## src/rtl/cr_zigzag_serializer.sv

```systemverilog
`default_nettype none
// ============================================================================
// Module      : cr_zigzag_serializer
// Description : Captures a quantized 8x8 Cr block in parallel into one of two
//               ping-pong banks and streams its 64 coefficients in JPEG
//               zigzag order with valid/ready flow control. Beat 0 carries
//               the DC DPCM difference; the last non-zero AC zigzag index is
//               reported alongside every beat of the block.
// Revision    : 1.0 - initial release
// ============================================================================
module cr_zigzag_serializer #(
    parameter int DATA_W = 11,
    parameter int OUT_W  = DATA_W + 1
) (
    input  logic                        clk,
    input  logic                        rst,
    input  logic                        in_valid,
    input  logic [0:7][0:7][DATA_W-1:0] Q,
    output logic                        in_ready,
    input  logic                        frame_start,
    output logic                        out_valid,
    input  logic                        out_ready,
    output logic signed [OUT_W-1:0]     out_data,
    output logic [5:0]                  out_index,
    output logic                        out_last,
    output logic [5:0]                  out_last_nz,
    output logic                        drop_err
);

    // Read FSM encoding
    localparam logic [0:0] c_ST_IDLE   = 1'b0;
    localparam logic [0:0] c_ST_STREAM = 1'b1;

    // Zigzag index -> raster position (row*8 + col)
    localparam logic [5:0] c_ZZ_RASTER [64] = '{
        6'd0,  6'd1,  6'd8,  6'd16, 6'd9,  6'd2,  6'd3,  6'd10,
        6'd17, 6'd24, 6'd32, 6'd25, 6'd18, 6'd11, 6'd4,  6'd5,
        6'd12, 6'd19, 6'd26, 6'd33, 6'd40, 6'd48, 6'd41, 6'd34,
        6'd27, 6'd20, 6'd13, 6'd6,  6'd7,  6'd14, 6'd21, 6'd28,
        6'd35, 6'd42, 6'd49, 6'd56, 6'd57, 6'd50, 6'd43, 6'd36,
        6'd29, 6'd22, 6'd15, 6'd23, 6'd30, 6'd37, 6'd44, 6'd51,
        6'd58, 6'd59, 6'd52, 6'd45, 6'd38, 6'd31, 6'd39, 6'd46,
        6'd53, 6'd60, 6'd61, 6'd54, 6'd47, 6'd55, 6'd62, 6'd63
    };

    // Ping-pong storage and per-bank metadata
    logic [0:7][0:7][DATA_W-1:0] r_bank [2];
    logic [5:0]                  r_last_nz [2];
    logic [1:0]                  r_full;
    logic                        r_wr_ptr;
    logic                        r_rd_ptr;

    // Read side state
    logic [0:0]                  r_state;
    logic [0:0]                  w_state_nxt;
    logic [5:0]                  r_k;
    logic signed [OUT_W-1:0]     r_prev_dc;
    logic                        r_drop_err;

    // Combinational helpers
    logic                        w_capture;
    logic                        w_hs;
    logic                        w_hs_last;
    logic                        w_other_full;
    logic [5:0]                  w_cap_last_nz;
    logic [0:7][0:7][DATA_W-1:0] w_rd_blk;
    logic [5:0]                  w_raster;
    logic [DATA_W-1:0]           w_coef;
    logic signed [OUT_W-1:0]     w_coef_sext;

    assign in_ready     = ~(r_full[0] & r_full[1]);
    assign w_capture    = in_valid & in_ready;
    assign w_hs         = out_valid & out_ready;
    assign w_hs_last    = w_hs & (r_k == 6'd63);
    // The bank behind the one draining counts as ready if it is being filled now,
    // which is what lets the next block start with no bubble.
    assign w_other_full = r_full[~r_rd_ptr] | (w_capture & (r_wr_ptr != r_rd_ptr));
    assign drop_err     = r_drop_err;

    // Coefficient currently addressed by the beat counter
    assign w_rd_blk    = r_bank[r_rd_ptr];
    assign w_raster    = c_ZZ_RASTER[r_k];
    assign w_coef      = w_rd_blk[w_raster[5:3]][w_raster[2:0]];
    assign w_coef_sext = {{(OUT_W-DATA_W){w_coef[DATA_W-1]}}, w_coef};

    // Last non-zero AC position of the incoming block, in zigzag order
    always_comb begin
        w_cap_last_nz = '0;
        for (int k = 1; k < 64; k++) begin
            if (Q[c_ZZ_RASTER[k][5:3]][c_ZZ_RASTER[k][2:0]] != '0) begin
                w_cap_last_nz = 6'(k);
            end
        end
    end

    // Bank data and last-nz capture; data needs no reset since full flags gate it
    always_ff @(posedge clk) begin
        if (w_capture) begin
            r_bank[r_wr_ptr]    <= Q;
            r_last_nz[r_wr_ptr] <= w_cap_last_nz;
        end
    end

    // Bank occupancy and pointers; capture and free of different banks may coincide
    always_ff @(posedge clk) begin
        if (rst) begin
            r_full   <= 2'b00;
            r_wr_ptr <= 1'b0;
            r_rd_ptr <= 1'b0;
        end else begin
            if (w_capture) begin
                r_full[r_wr_ptr] <= 1'b1;
                r_wr_ptr         <= ~r_wr_ptr;
            end
            if (w_hs_last) begin
                r_full[r_rd_ptr] <= 1'b0;
                r_rd_ptr         <= ~r_rd_ptr;
            end
        end
    end

    // Beat counter, DC predictor and sticky overflow flag
    always_ff @(posedge clk) begin
        if (rst) begin
            r_k        <= '0;
            r_prev_dc  <= '0;
            r_drop_err <= 1'b0;
        end else begin
            if (w_hs) begin
                r_k <= r_k + 6'd1;
            end
            if (frame_start) begin
                r_prev_dc <= '0;
            end else if (w_hs && (r_k == 6'd0)) begin
                r_prev_dc <= w_coef_sext;
            end
            if (in_valid && !in_ready) begin
                r_drop_err <= 1'b1;
            end
        end
    end

    // FSM state register
    always_ff @(posedge clk) begin
        if (rst) begin
            r_state <= c_ST_IDLE;
        end else begin
            r_state <= w_state_nxt;
        end
    end

    // FSM next state: a capture into an empty pipeline starts streaming next cycle
    always_comb begin
        w_state_nxt = r_state;
        case (r_state)
            c_ST_IDLE: begin
                if (r_full[r_rd_ptr] || w_capture) begin
                    w_state_nxt = c_ST_STREAM;
                end
            end
            c_ST_STREAM: begin
                if (w_hs_last && !w_other_full) begin
                    w_state_nxt = c_ST_IDLE;
                end
            end
            default: w_state_nxt = c_ST_IDLE;
        endcase
    end

    // FSM outputs; all derived from registers so they hold during a stall
    always_comb begin
        out_valid   = 1'b0;
        out_data    = '0;
        out_index   = '0;
        out_last    = 1'b0;
        out_last_nz = '0;
        if (r_state == c_ST_STREAM) begin
            out_valid   = 1'b1;
            out_index   = r_k;
            out_last    = (r_k == 6'd63);
            out_last_nz = r_last_nz[r_rd_ptr];
            out_data    = (r_k == 6'd0) ? (w_coef_sext - r_prev_dc) : w_coef_sext;
        end
    end

endmodule
`default_nettype wire

```

## config.mk

```make
export PLATFORM = sky130hd
export DESIGN_NAME = cr_zigzag_serializer
export DESIGN_NICKNAME = d
export VERILOG_FILES = /design/src/rtl/cr_zigzag_serializer.sv
export SDC_FILE = /design/constraint.sdc
export NUM_CORES = 2
export LEC_CHECK = 0
export BUFFER_PORTS_ARGS = -buffer_cell sky130_fd_sc_hd__buf_2
export CORE_MARGIN = 4
export CORE_UTILIZATION = 58
export DETAILED_ROUTE_END_ITERATION = 6
export PLACE_DENSITY = 0.86
export REMOVE_ABC_BUFFERS = 1
export SLEW_MARGIN = 20
export SYNTH_ARGS = -nofsm -noshare
export SYNTH_HDL_FRONTEND = slang
export SYNTH_SLANG_ARGS = --single-unit
export TNS_END_PERCENT = 1
```

## constraint.sdc

```tcl
create_clock -name clk -period 45.1 [get_ports clk]
set_input_delay 9.02 -clock clk [delete_from_list [all_inputs] [get_ports clk]]
set_output_delay 9.02 -clock clk [all_outputs]
set_load 0.02 [all_outputs]
```

==> summary.md <==
| Metric | Value |
|---|---|
| Hold bufs inserted after CTS | `0` |
| Post-synth top area cell | `edfxtp_1` |
| Final hold violation count | `0` |
| Initial Util | `0.587` |
| Initial antenna violation count | `72` |
| Worst setup SP type | `flop` |
| Post-route cell area | `68,800 sq um` |
| DR vias | `just under 40,000` |
| PortBufs | `736` |
| Yosys reg bits | `1,444` |
| Sequential area share after synthesis | `0.731` |
| Final setup viols | `0` |
| RSZ-0062 raised after global routing | `false` |
| CP Depth | `26` |
| First-pass GRT wire length | `about 280,000 um` |
| Peak supply drop | `0.0000370 V` |
| Critical Path AT | `~9.4 ns` |
| # clock sinks | `1,444` |
| Delay-heaviest family, CP | `compound AO/OA/AOI/OAI gates` |
| Critical path buffers and inverters | `4` |
| Count of flip-flops with a built-in enable after synthesis | `1,420` |
| Root buffer selected by CTS | `clkbuf_16` |
| Kind of critical path | `reg -> out` |
| Dominant cells by area after synthesis | `edfxtp_1, mux4_2, nor4_1` |
| Antenna Nets Post-Route | `0` |
| TritonCTS clock tree | `built` |
| Share of the synthesized area in the top cell type | `0.723` |
| Critical path's slowest cell | `o21ai_0` |
| Clk pin slew, worst setup/hold paths | `around 0.06 ns` |
| Pin count of the biggest net entering global routing | `about 170` |
| Critical Path RT | `roughly 36 ns` |
| Row cnt | `between 100 and 150` |
| PostCTS Resize Cnt | `0` |
| Hold Path Class | `reg -> reg` |
| Failing checks | `design-rule violations` |
| Core area | `about 100,000 sq um` |
| Die Ht | `327 um` |
| Final setup margin | `26.70 ns` |
| DRT Wirelength | `200,000 um` |
| Vias per std cell | `6.92` |
| Routed WL per cell | `35.0 um` |
| Post-placement cell count | `~5,400` |
| CP most frequent cell | `o21ai_0` |
| Final min period | `18.40 ns` |
| TNS Setup | `0 ns` |
| Critical-path maximum fanout | `102` |
| TritonRoute pass-1 iters | `7` |
| Mapped Cells | `around 3,400` |
| Total gr overflow | `0` |
| Worst-Margin Slew | `between 1 and 1.5 ns` |
| Vias in the first global route | `39,000` |
| CTS buffer count | `146` |
| Worst reg-to-reg path cell count | `13` |
| Tot GR Track Use | `0.367` |
| Clock Latency Late Sink | `0.77 ns` |
| Syn Std Cell Area | `59,000 sq um` |
| Post-place instance area | `64,200 sq um` |
| Max-Cap Viols | `0` |
| Final period util | `0.408` |
| Ys flop type | `edfxtp_1` |
| Synth unique cells | `88` |
| Ys Warns | `0` |
| Layout Area Growth over Synthesis | `16.6%` |
| Detailed Place HPWL | `between 100,000 and 150,000 um` |
| GP Congestion | `0.947` |
| Maximum clock path buffer count | `3` |
| CP endpoint kind | `primary output` |
| Final Max Slew Viols | `0` |
| FMAX | `54.4 MHz` |
| Rel. slew slack | `0.231` |
| Pwr dens | `43.8 nW/um^2` |
| Hold Path Depth | `2` |
| Async SR Flop Fraction | `0` |
| H-tree Lvls | `4` |
| Status | `finished with violations` |
| Remaining DRCs | `42` |
| # IOs | `~740` |
| Die footprint | `107,000 sq um` |
| Clk_skew | `around 0.040 ns` |
| Slowest cell delay on critical path | `0.74 ns` |
| Final std cells w/o fill | `5,718` |
| Die X-Extent | `327 um` |
| P_leak | `~23 nW` |
| Dpl ws | `27.78 ns` |
| Fillers | `6,409` |
| # nets final | `4,939` |
| DRT iter0 DRCs | `between 6,000 and 7,000` |
| Syn Area/Cell | `roughly 17 sq um` |
| Layout cells sized above 1 | `0.303` |
| Pwr Total | `0.00301 W` |
| # Post-CTS Setup Buffers | `0` |
[Yosys cell counts (27+ instances only)]
cell      number
edfxtp_1    1420
inv_1         27
nand2_1      165
o21ai_0       63
and3_1       115
a31oi_1       32
mux2i_1       33
nand3_1      140
buf_2         76
a21oi_1       36
nor4_1       141
nor2_1       193
ha_1          28
nor3_1        95
clkbuf_1      62
a211oi_1     107
mux4_2       249
o22ai_1       55
[through the flow]
stage | utilization | hold slack (ns)
after floorplan | - | 0.472
after global placement | 0.638 | 0.450
after detailed placement | 0.638 | 0.458
after CTS | 0.683 | 0.470
after global routing | 0.684 | 0.508
final | 0.684 | 0.462
[layout by cell type, fill, tap and decap left out, types with 9 or more instances in the layout]
| master | count |
|---|---|
| or3_1 | 16 |
| nand2_1 | 165 |
| clkbuf_1 | 32 |
| a211oi_1 | 107 |
| o31ai_1 | 20 |
| clkinv_1 | 31 |
| nand3_1 | 140 |
| nor3_1 | 95 |
| inv_1 | 27 |
| ha_1 | 28 |
| mux4_2 | 249 |
| nor4_1 | 140 |
| nand2b_1 | 14 |
| mux2_2 | 15 |
| clkinv_2 | 21 |
| xor2_1 | 9 |
| nor2_1 | 189 |
| and3_1 | 114 |
| nand4_1 | 17 |
| a32o_1 | 15 |
| mux2i_1 | 33 |
| o41ai_1 | 12 |
| nor2b_1 | 17 |
| dfxtp_1 | 23 |
| or2_2 | 10 |
| diode_2 | 53 |
| edfxtp_1 | 1420 |
| or4_1 | 20 |
| a21oi_1 | 36 |
| o22ai_1 | 55 |
| o211ai_1 | 11 |
| o21ai_0 | 63 |
| clkbuf_16 | 149 |
| buf_4 | 69 |
| buf_2 | 736 |
| a31oi_1 | 32 |
[state kept, by name (all words and copies together), names as in the netlist, named ones only]
register and flops:
drop_err 1, r_k 6, r_prev_dc 11, r_bank 1408, r_full 2, r_rd_ptr 1
r_wr_ptr 1, r_state 1, r_last_nz 12
[cell families after synthesis]
kind of cell / after synthesis / share of synthesized area
AO/OA/AOI/OAI: 468 / 0.0573
buffers and inverters: 212 / 0.0172
multiplexers: 298 / 0.104
adder cells (fa/ha/maj): 29 / 0.00628
XOR/XNOR: 11 / 0.00163
flip-flops: 1444 / 0.731
AND/OR/NAND/NOR: 963 / 0.0833
[layout make-up]
cell class / instances / area [sq um] / share of cell area
clock inverters: 74 / 664 / 0.00965
multi-input cells: 1769 / 14900 / 0.217
well taps: 1357 / 1700 / 0.0247
diodes: 53 / 133 / 0.00193
repair buffers: 810 / 4300 / 0.0625
clock buffers: 181 / 3850 / 0.0559
flip-flops and latches: 1444 / 43100 / 0.627
inverters: 30 / 113 / 0.00164
[routing by layer]
layer  global-route usage  part of all wire  vias up
li1                     -                 -    15800
met1                0.441              0.32    19200
met2                0.574              0.47     3701
met3                0.130              0.14      787
met4                0.224             0.076       46
met5                    0            0.0014        -
[final timing paths]
path             from            to  slack, ns
max reg2reg    r_k[0]  r_prev_dc[7]      38.70
max            r_k[0]  out_data[11]      26.70
min reg2reg  drop_err      drop_err       0.46
min          drop_err      drop_err       0.46
[tightest hold or removal path, cell delays in order, from the launching register on]
cell and delay (ns):
dfxtp_1 0.32, a31oi_1 0.04, nor2_1 0.07
[report_power, final]
group | switching [W] | total [W] | internal, W | leakage [nW]
logic | 0.000165 | 0.000245 | 0.0000793 | 7.59
registers | 0.0000243 | 0.00160 | 0.00158 | 13.5
clock network | 0.000512 | 0.00117 | 0.000654 | 2.20
No activity file was read; power rests on OpenSTA's default activity.
